## config.mk

```make
export PLATFORM = sky130hd
export DESIGN_NAME = sifh_frame_sequencer
export DESIGN_NICKNAME = d
export VERILOG_FILES = /design/src/rtl/sifh_seq_pkg.sv /design/src/rtl/sifh_beat_counter.sv /design/src/rtl/sifh_frame_sequencer.sv
export SDC_FILE = /design/constraint.sdc
export NUM_CORES = 1
export LEC_CHECK = 0
export BUFFER_PORTS_ARGS = -buffer_cell sky130_fd_sc_hd__buf_2
export CAP_MARGIN = 30
export CORE_MARGIN = 2
export CORE_UTILIZATION = 45
export DETAILED_ROUTE_END_ITERATION = 12
export GPL_ROUTABILITY_DRIVEN = 0
export PLACE_DENSITY_LB_ADDON = 0.2
export SLEW_MARGIN = 20
export SYNTH_ARGS = -nofsm -noshare
export SYNTH_HDL_FRONTEND = slang
export SYNTH_SLANG_ARGS = --single-unit
```

## constraint.sdc

```tcl
create_clock -name clk -period 2.65 [get_ports clk]
set_clock_uncertainty 0.05 [all_clocks]
set_input_delay 0.6625 -clock clk [delete_from_list [all_inputs] [get_ports clk]]
set_output_delay 0.6625 -clock clk [all_outputs]
set_load 0.03 [all_outputs]
```

## src/rtl/sifh_seq_pkg.sv

```systemverilog
// sifh_seq_pkg: shared types and defaults for the SiFH frame sequencer.
// Latency: n/a (package only).
// Backpressure: n/a (package only).
// Contents: default parameter constants, pass encoding, sequencer state
// enum and a counter-width helper that never returns zero.
package sifh_seq_pkg;

   localparam int SEQ_NP           = 10;
   localparam int SEQ_DATA_NUM     = 2;
   localparam int SEQ_PIXEL_NUM    = 4;
   localparam int SEQ_ACQ_NUM      = 3;
   localparam int SEQ_CLR_CYCLES   = 4;
   localparam int SEQ_DRAIN_CYCLES = 3;

   localparam logic PASS_COARSE = 1'b0;
   localparam logic PASS_FINE   = 1'b1;

   typedef enum logic [2:0] {
      S_IDLE  = 3'd0,
      S_CLEAR = 3'd1,
      S_RUN   = 3'd2,
      S_DRAIN = 3'd3,
      S_CALC  = 3'd4,
      S_DONE  = 3'd5
   } seq_state_t;

   // Width of a counter holding 0..n-1; a single-value counter still gets
   // one bit so ports and registers never collapse to zero width.
   function automatic int cnt_w(input int n);
      return (n > 1) ? $clog2(n) : 1;
   endfunction

endpackage

```

## src/rtl/sifh_beat_counter.sv

```systemverilog
// sifh_beat_counter: nested input/pixel/acquisition counter for histogram beats.
// Latency: counters update on the edge after adv; last/pixel are decoded from the current count.
// Backpressure: none; the counter advances only when adv is high, otherwise holds.
// Ports: clk/res (async active-high), clr (sync clear to 0, wins over adv),
// adv (count one beat), pixel (current pixel index), last (count sits on the
// final beat of the acquisition set).
module sifh_beat_counter
   import sifh_seq_pkg::*;
#(
   parameter int DATA_NUM  = SEQ_DATA_NUM,
   parameter int PIXEL_NUM = SEQ_PIXEL_NUM,
   parameter int ACQ_NUM   = SEQ_ACQ_NUM,
   parameter int PW        = cnt_w(PIXEL_NUM)
)(
   input  logic          clk,
   input  logic          res,
   input  logic          clr,
   input  logic          adv,
   output logic [PW-1:0] pixel,
   output logic          last
);

   localparam int IW = cnt_w(DATA_NUM);
   localparam int AW = cnt_w(ACQ_NUM);

   localparam logic [IW-1:0] IN_MAX  = IW'(DATA_NUM - 1);
   localparam logic [PW-1:0] PIX_MAX = PW'(PIXEL_NUM - 1);
   localparam logic [AW-1:0] ACQ_MAX = AW'(ACQ_NUM - 1);

   logic [IW-1:0] input_cnt_q, input_cnt_d;
   logic [PW-1:0] pixel_cnt_q, pixel_cnt_d;
   logic [AW-1:0] acq_cnt_q,   acq_cnt_d;

   always_comb begin
      input_cnt_d = input_cnt_q;
      pixel_cnt_d = pixel_cnt_q;
      acq_cnt_d   = acq_cnt_q;
      if (clr) begin
         input_cnt_d = '0;
         pixel_cnt_d = '0;
         acq_cnt_d   = '0;
      end else if (adv) begin
         // Each level wraps at its maximum and carries into the next; the
         // final beat wraps everything back to zero for the next pass.
         if (input_cnt_q == IN_MAX) begin
            input_cnt_d = '0;
            if (pixel_cnt_q == PIX_MAX) begin
               pixel_cnt_d = '0;
               if (acq_cnt_q == ACQ_MAX) begin
                  acq_cnt_d = '0;
               end else begin
                  acq_cnt_d = acq_cnt_q + AW'(1);
               end
            end else begin
               pixel_cnt_d = pixel_cnt_q + PW'(1);
            end
         end else begin
            input_cnt_d = input_cnt_q + IW'(1);
         end
      end
   end

   always_ff @(posedge clk or posedge res) begin
      if (res) begin
         input_cnt_q <= '0;
         pixel_cnt_q <= '0;
         acq_cnt_q   <= '0;
      end else begin
         input_cnt_q <= input_cnt_d;
         pixel_cnt_q <= pixel_cnt_d;
         acq_cnt_q   <= acq_cnt_d;
      end
   end

   assign pixel = pixel_cnt_q;
   assign last  = (input_cnt_q == IN_MAX) && (pixel_cnt_q == PIX_MAX) && (acq_cnt_q == ACQ_MAX);

endmodule

```

## src/rtl/sifh_frame_sequencer.sv

```systemverilog
// sifh_frame_sequencer: sequences the two-pass (coarse/fine) SiFH histogram build for one RAM bank.
// Latency: accepted timestamp appears on bld_* one cycle later; clear/drain/calc phases add fixed gaps.
// Backpressure: in_ready only in RUN; frame_valid holds in DONE until frame_ready.
// Ports: clk/res (async active-high); enable starts a frame (IDLE/DONE only);
// in_valid/in_data/in_ready is the TDC timestamp handshake; bld_wr_en/bld_data/
// bld_pixel/bld_pass are the registered builder write beat; bld_clear and
// bld_calc drive builder housekeeping; frame_valid/frame_ready hand the peak
// results downstream; busy is high whenever the sequencer is not idle.
module sifh_frame_sequencer
   import sifh_seq_pkg::*;
#(
   parameter int NP           = SEQ_NP,
   parameter int DATA_NUM     = SEQ_DATA_NUM,
   parameter int PIXEL_NUM    = SEQ_PIXEL_NUM,
   parameter int ACQ_NUM      = SEQ_ACQ_NUM,
   parameter int CLR_CYCLES   = SEQ_CLR_CYCLES,
   parameter int DRAIN_CYCLES = SEQ_DRAIN_CYCLES,
   // A single-pixel bank still gets a 1-bit pixel index.
   parameter int PW           = cnt_w(PIXEL_NUM)
)(
   input  logic          clk,
   input  logic          res,
   input  logic          enable,
   input  logic          in_valid,
   input  logic [NP-1:0] in_data,
   output logic          in_ready,
   output logic          bld_wr_en,
   output logic [NP-1:0] bld_data,
   output logic [PW-1:0] bld_pixel,
   output logic          bld_pass,
   output logic          bld_clear,
   output logic          bld_calc,
   output logic          frame_valid,
   input  logic          frame_ready,
   output logic          busy
);

   // One wait counter serves both CLEAR and DRAIN; it is zero on entry to either.
   localparam int WAIT_MAX = (CLR_CYCLES > DRAIN_CYCLES) ? CLR_CYCLES : DRAIN_CYCLES;
   localparam int WW       = cnt_w(WAIT_MAX);
   localparam logic [WW-1:0] CLR_LAST   = WW'(CLR_CYCLES - 1);
   localparam logic [WW-1:0] DRAIN_LAST = WW'(DRAIN_CYCLES - 1);

   seq_state_t    state_q, state_d;
   logic [WW-1:0] wait_q, wait_d;
   logic          pass_q, pass_d;
   logic          bld_wr_en_q, bld_wr_en_d;
   logic [NP-1:0] bld_data_q, bld_data_d;
   logic [PW-1:0] bld_pixel_q, bld_pixel_d;
   logic          bld_clear_q, bld_clear_d;
   logic          bld_calc_q, bld_calc_d;
   logic          frame_valid_q, frame_valid_d;

   logic          beat_acc;
   logic [PW-1:0] cnt_pixel;
   logic          cnt_last;

   assign beat_acc = (state_q == S_RUN) && in_valid;

   sifh_beat_counter #(
      .DATA_NUM  (DATA_NUM),
      .PIXEL_NUM (PIXEL_NUM),
      .ACQ_NUM   (ACQ_NUM),
      .PW        (PW)
   ) u_beat_counter (
      .clk   (clk),
      .res   (res),
      .clr   (state_q != S_RUN),
      .adv   (beat_acc),
      .pixel (cnt_pixel),
      .last  (cnt_last)
   );

   always_comb begin
      state_d     = state_q;
      wait_d      = wait_q;
      pass_d      = pass_q;
      bld_wr_en_d = 1'b0;
      bld_data_d  = bld_data_q;
      bld_pixel_d = bld_pixel_q;

      case (state_q)
         S_IDLE: begin
            pass_d = PASS_COARSE;
            wait_d = '0;
            if (enable) begin
               state_d = S_CLEAR;
            end
         end
         S_CLEAR: begin
            if (wait_q == CLR_LAST) begin
               state_d = S_RUN;
               wait_d  = '0;
            end else begin
               wait_d = wait_q + WW'(1);
            end
         end
         S_RUN: begin
            if (beat_acc) begin
               bld_wr_en_d = 1'b1;
               bld_data_d  = in_data;
               bld_pixel_d = cnt_pixel;
               if (cnt_last) begin
                  state_d = S_DRAIN;
                  wait_d  = '0;
               end
            end
         end
         S_DRAIN: begin
            if (wait_q == DRAIN_LAST) begin
               state_d = (pass_q == PASS_FINE) ? S_DONE : S_CALC;
               wait_d  = '0;
            end else begin
               wait_d = wait_q + WW'(1);
            end
         end
         S_CALC: begin
            pass_d  = PASS_FINE;
            state_d = S_CLEAR;
            wait_d  = '0;
         end
         S_DONE: begin
            if (frame_ready) begin
               if (enable) begin
                  // Back-to-back frame skips IDLE and restarts the coarse pass.
                  state_d = S_CLEAR;
                  pass_d  = PASS_COARSE;
                  wait_d  = '0;
               end else begin
                  state_d = S_IDLE;
               end
            end
         end
         default: begin
            state_d = S_IDLE;
            wait_d  = '0;
            pass_d  = PASS_COARSE;
         end
      endcase

      // Phase strobes are registered from the next state so they line up
      // exactly with the cycles spent in that state.
      bld_clear_d   = (state_d == S_CLEAR);
      bld_calc_d    = (state_d == S_CALC);
      frame_valid_d = (state_d == S_DONE);
   end

   always_ff @(posedge clk or posedge res) begin
      if (res) begin
         state_q       <= S_IDLE;
         wait_q        <= '0;
         pass_q        <= PASS_COARSE;
         bld_wr_en_q   <= 1'b0;
         bld_data_q    <= '0;
         bld_pixel_q   <= '0;
         bld_clear_q   <= 1'b0;
         bld_calc_q    <= 1'b0;
         frame_valid_q <= 1'b0;
      end else begin
         state_q       <= state_d;
         wait_q        <= wait_d;
         pass_q        <= pass_d;
         bld_wr_en_q   <= bld_wr_en_d;
         bld_data_q    <= bld_data_d;
         bld_pixel_q   <= bld_pixel_d;
         bld_clear_q   <= bld_clear_d;
         bld_calc_q    <= bld_calc_d;
         frame_valid_q <= frame_valid_d;
      end
   end

   assign in_ready    = (state_q == S_RUN);
   assign busy        = (state_q != S_IDLE);
   assign bld_wr_en   = bld_wr_en_q;
   assign bld_data    = bld_data_q;
   assign bld_pixel   = bld_pixel_q;
   assign bld_pass    = pass_q;
   assign bld_clear   = bld_clear_q;
   assign bld_calc    = bld_calc_q;
   assign frame_valid = frame_valid_q;

endmodule

```

==> results.json <==
{
  "status": "finished, final reports clean",
  "hpwl_mm": 1.59,
  "cts_tree": "built",
  "routedWlPerCell_um": 12.0,
  "critPathRequiredTime_ns": 1.94,
  "drt-pass1-iter-count": 4,
  "async_flop_share": 1.00,
  "synth.distinct_cells": 33,
  "cts_setup_buffers": 0,
  "fin_ws_ns": 0.307,
  "overflow": 0,
  "synthCells": 108,
  "drtIter0Drc": 21,
  "r2r_cells": 3,
  "synth_seq_cells": 27,
  "tns_ns": 0,
  "post-route-min-period_ns": 2.34,
  "ys.flop_type": "dfrtp_1",
  "grt_pass1_wl_mm": 3.54,
  "cts.path.max_buffers": 2,
  "yosys_warnings": 0,
  "cp-end-kind": "output port",
  "drt-total-wl_mm": 2.06,
  "path_class": "flop to output port",
  "cap_violations": 0,
  "synth_edf_count": 0,
  "grt_max_degree": 16,
  "vdd_ir_drop_max_uv": 660,
  "cts.sinks": 27,
  "drive_above_1_share": 0.336,
  "postCtsResizedCells": 0,
  "yosys.area.top_type_share": 0.530,
  "synth_nets": 128,
  "syn_area_per_cell_um2": 11.8,
  "drc": 0,
  "die_h_um": 57.2,
  "path_max_fanout": 12,
  "grtUsageTotal": 0.137,
  "drv_slew": 0,
  "dieArea_um2": 3270,
  "yosys.area.top_type": "dfrtp_1",
  "ys_top_cells_by_area": "dfrtp_1 (53%), mux2_1 (6.2%), ha_1 (4.9%), mux2_2 (4.4%), a21oi_1 (2.8%)",
  "clk-insertion-delay-late_ns": 0.31,
  "cts-buffers-inserted": 3,
  "fin_util": 0.537,
  "hold_slack_ns": 0.329,
  "slew_headroom": 0.621,
  "antenna_found_initial": 0,
  "cts_root_buf": "clkbuf_4",
  "synthTopCellsByCount": "dfrtp_1 (27), inv_1 (8), a21oi_1 (7), mux2_1 (7), nor2_1 (6)",
  "rsz0062_at_grt": "false",
  "period_share": 0.884,
  "hold_path_class": "input pin to async pin",
  "initial_core_util": 0.466,
  "ios": 34,
  "die_w_um": 57.2,
  "coreArea_um2": 2730,
  "vias": 873,
  "ant_nets": 0,
  "synth-seq-area-share": 0.530,
  "setup_viol": 0,
  "synth.most_common_cell": "dfrtp_1",
  "start_kind": "flop",
  "fmax_mhz": 427,
  "tightestPinTransition_ns": 0.568,
  "power_density_nw_per_um2": 1100,
  "fin_cells": 171,
  "hold_buffers": 0,
  "leakage_nw": 0.734,
  "cp.arrival_ns": 1.63,
  "vias_per_cell": 5.11,
  "area_growth_pct": 15.2,
  "rows": 19,
  "netlist_area_um2": 1270,
  "clkTransAtPathRegs_ns": 0.14,
  "pre_cts_ws_ns": 0.650,
  "nets": 161,
  "io_buffers": 33,
  "final_hold_viol_count": 0,
  "grt_pass1_vias": 841,
  "place_inst": 167,
  "diodes": 0,
  "htreeDepth": 1
}
## layer usage
layer,routed length [um],GRT usage,vias to the layer above
met3,158,0.0340,2
met1,882,0.167,403
met2,999,0.240,31
met4,17,0.0399,0
li1,-,-,437
met5,0,0,-
## worst max-delay path, cell delays in order (launching register included)
cell and delay (ns):
dfrtp_1 0.53, or3b_1 0.53, inv_1 0.08, buf_2 0.19
## final cells by class
cell class                      instances  area (um2)
Clock buffer                            4        26.3
Fill cell                             252        1270
Inverter                                8        30.0
Multi-Input combinational cell         67         524
Sequential cell                        27         676
Tap cell                               31        38.8
Timing Repair Buffer                   34         173
## per-stage QoR
stage / power, mW / instance area (um2)
2_1_floorplan: 1.31 / 1270
3_3_place_gp: 1.45 / 1440
3_5_place_dp: 1.47 / 1440
4_1_cts: 1.63 / 1470
5_1_grt: 1.74 / 1470
6_report: 1.61 / 1470
## kinds of logic after synthesis
kind of cell               after synthesis  synth area share
AOI/OAI and AO/OA                       20             0.118
xor gates and xnor gates                 1           0.00688
adders and majority gates                5            0.0491
buffers and inverters                   14            0.0580
DFF                                     27             0.530
muxes                                   13             0.114
and+or+nand+nor                         28             0.124
## registers in the layout (all words and copies together), names as in the netlist, 2 cells and up
| register | cells |
|---|---|
| u_beat_counter.pixel | 2 |
| u_beat_counter.acq_cnt_q | 2 |
| state_q | 3 |
| bld_data | 10 |
| bld_pixel | 2 |
| wait_q | 2 |
## final timing paths
check	start	end	slack, ns
worst max-delay path	state_q[0]	in_ready	0.31
worst min-delay path	res	wait_q[1]	0.33
worst max register to register	state_q[1]	bld_data[6]	0.96
worst min register to register	bld_data[3]	bld_data[3]	0.45
max in group asynchronous	res	bld_data[0]	1.63
min in group clk	bld_data[3]	bld_data[3]	0.45
## power breakdown
group	internal, mW	switching, mW
Sequential	0.559	0.112
Combinational	0.299	0.475
Clock	0.0586	0.110
## placed cells by master, fill, tap and decap left out, types with 2 or more instances in the layout
master / n
inv_1: 8
clkbuf_4: 3
o2bb2ai_1: 4
a21oi_1: 7
nor2b_1: 2
nand2_1: 5
ha_1: 5
buf_2: 33
nand2b_1: 3
mux2_2: 5
nor3_1: 3
dfrtp_1: 27
nand3_1: 2
mux2_1: 7
nor2_1: 6
or3b_1: 2
Note: power is estimated with default switching activity, not from simulation.
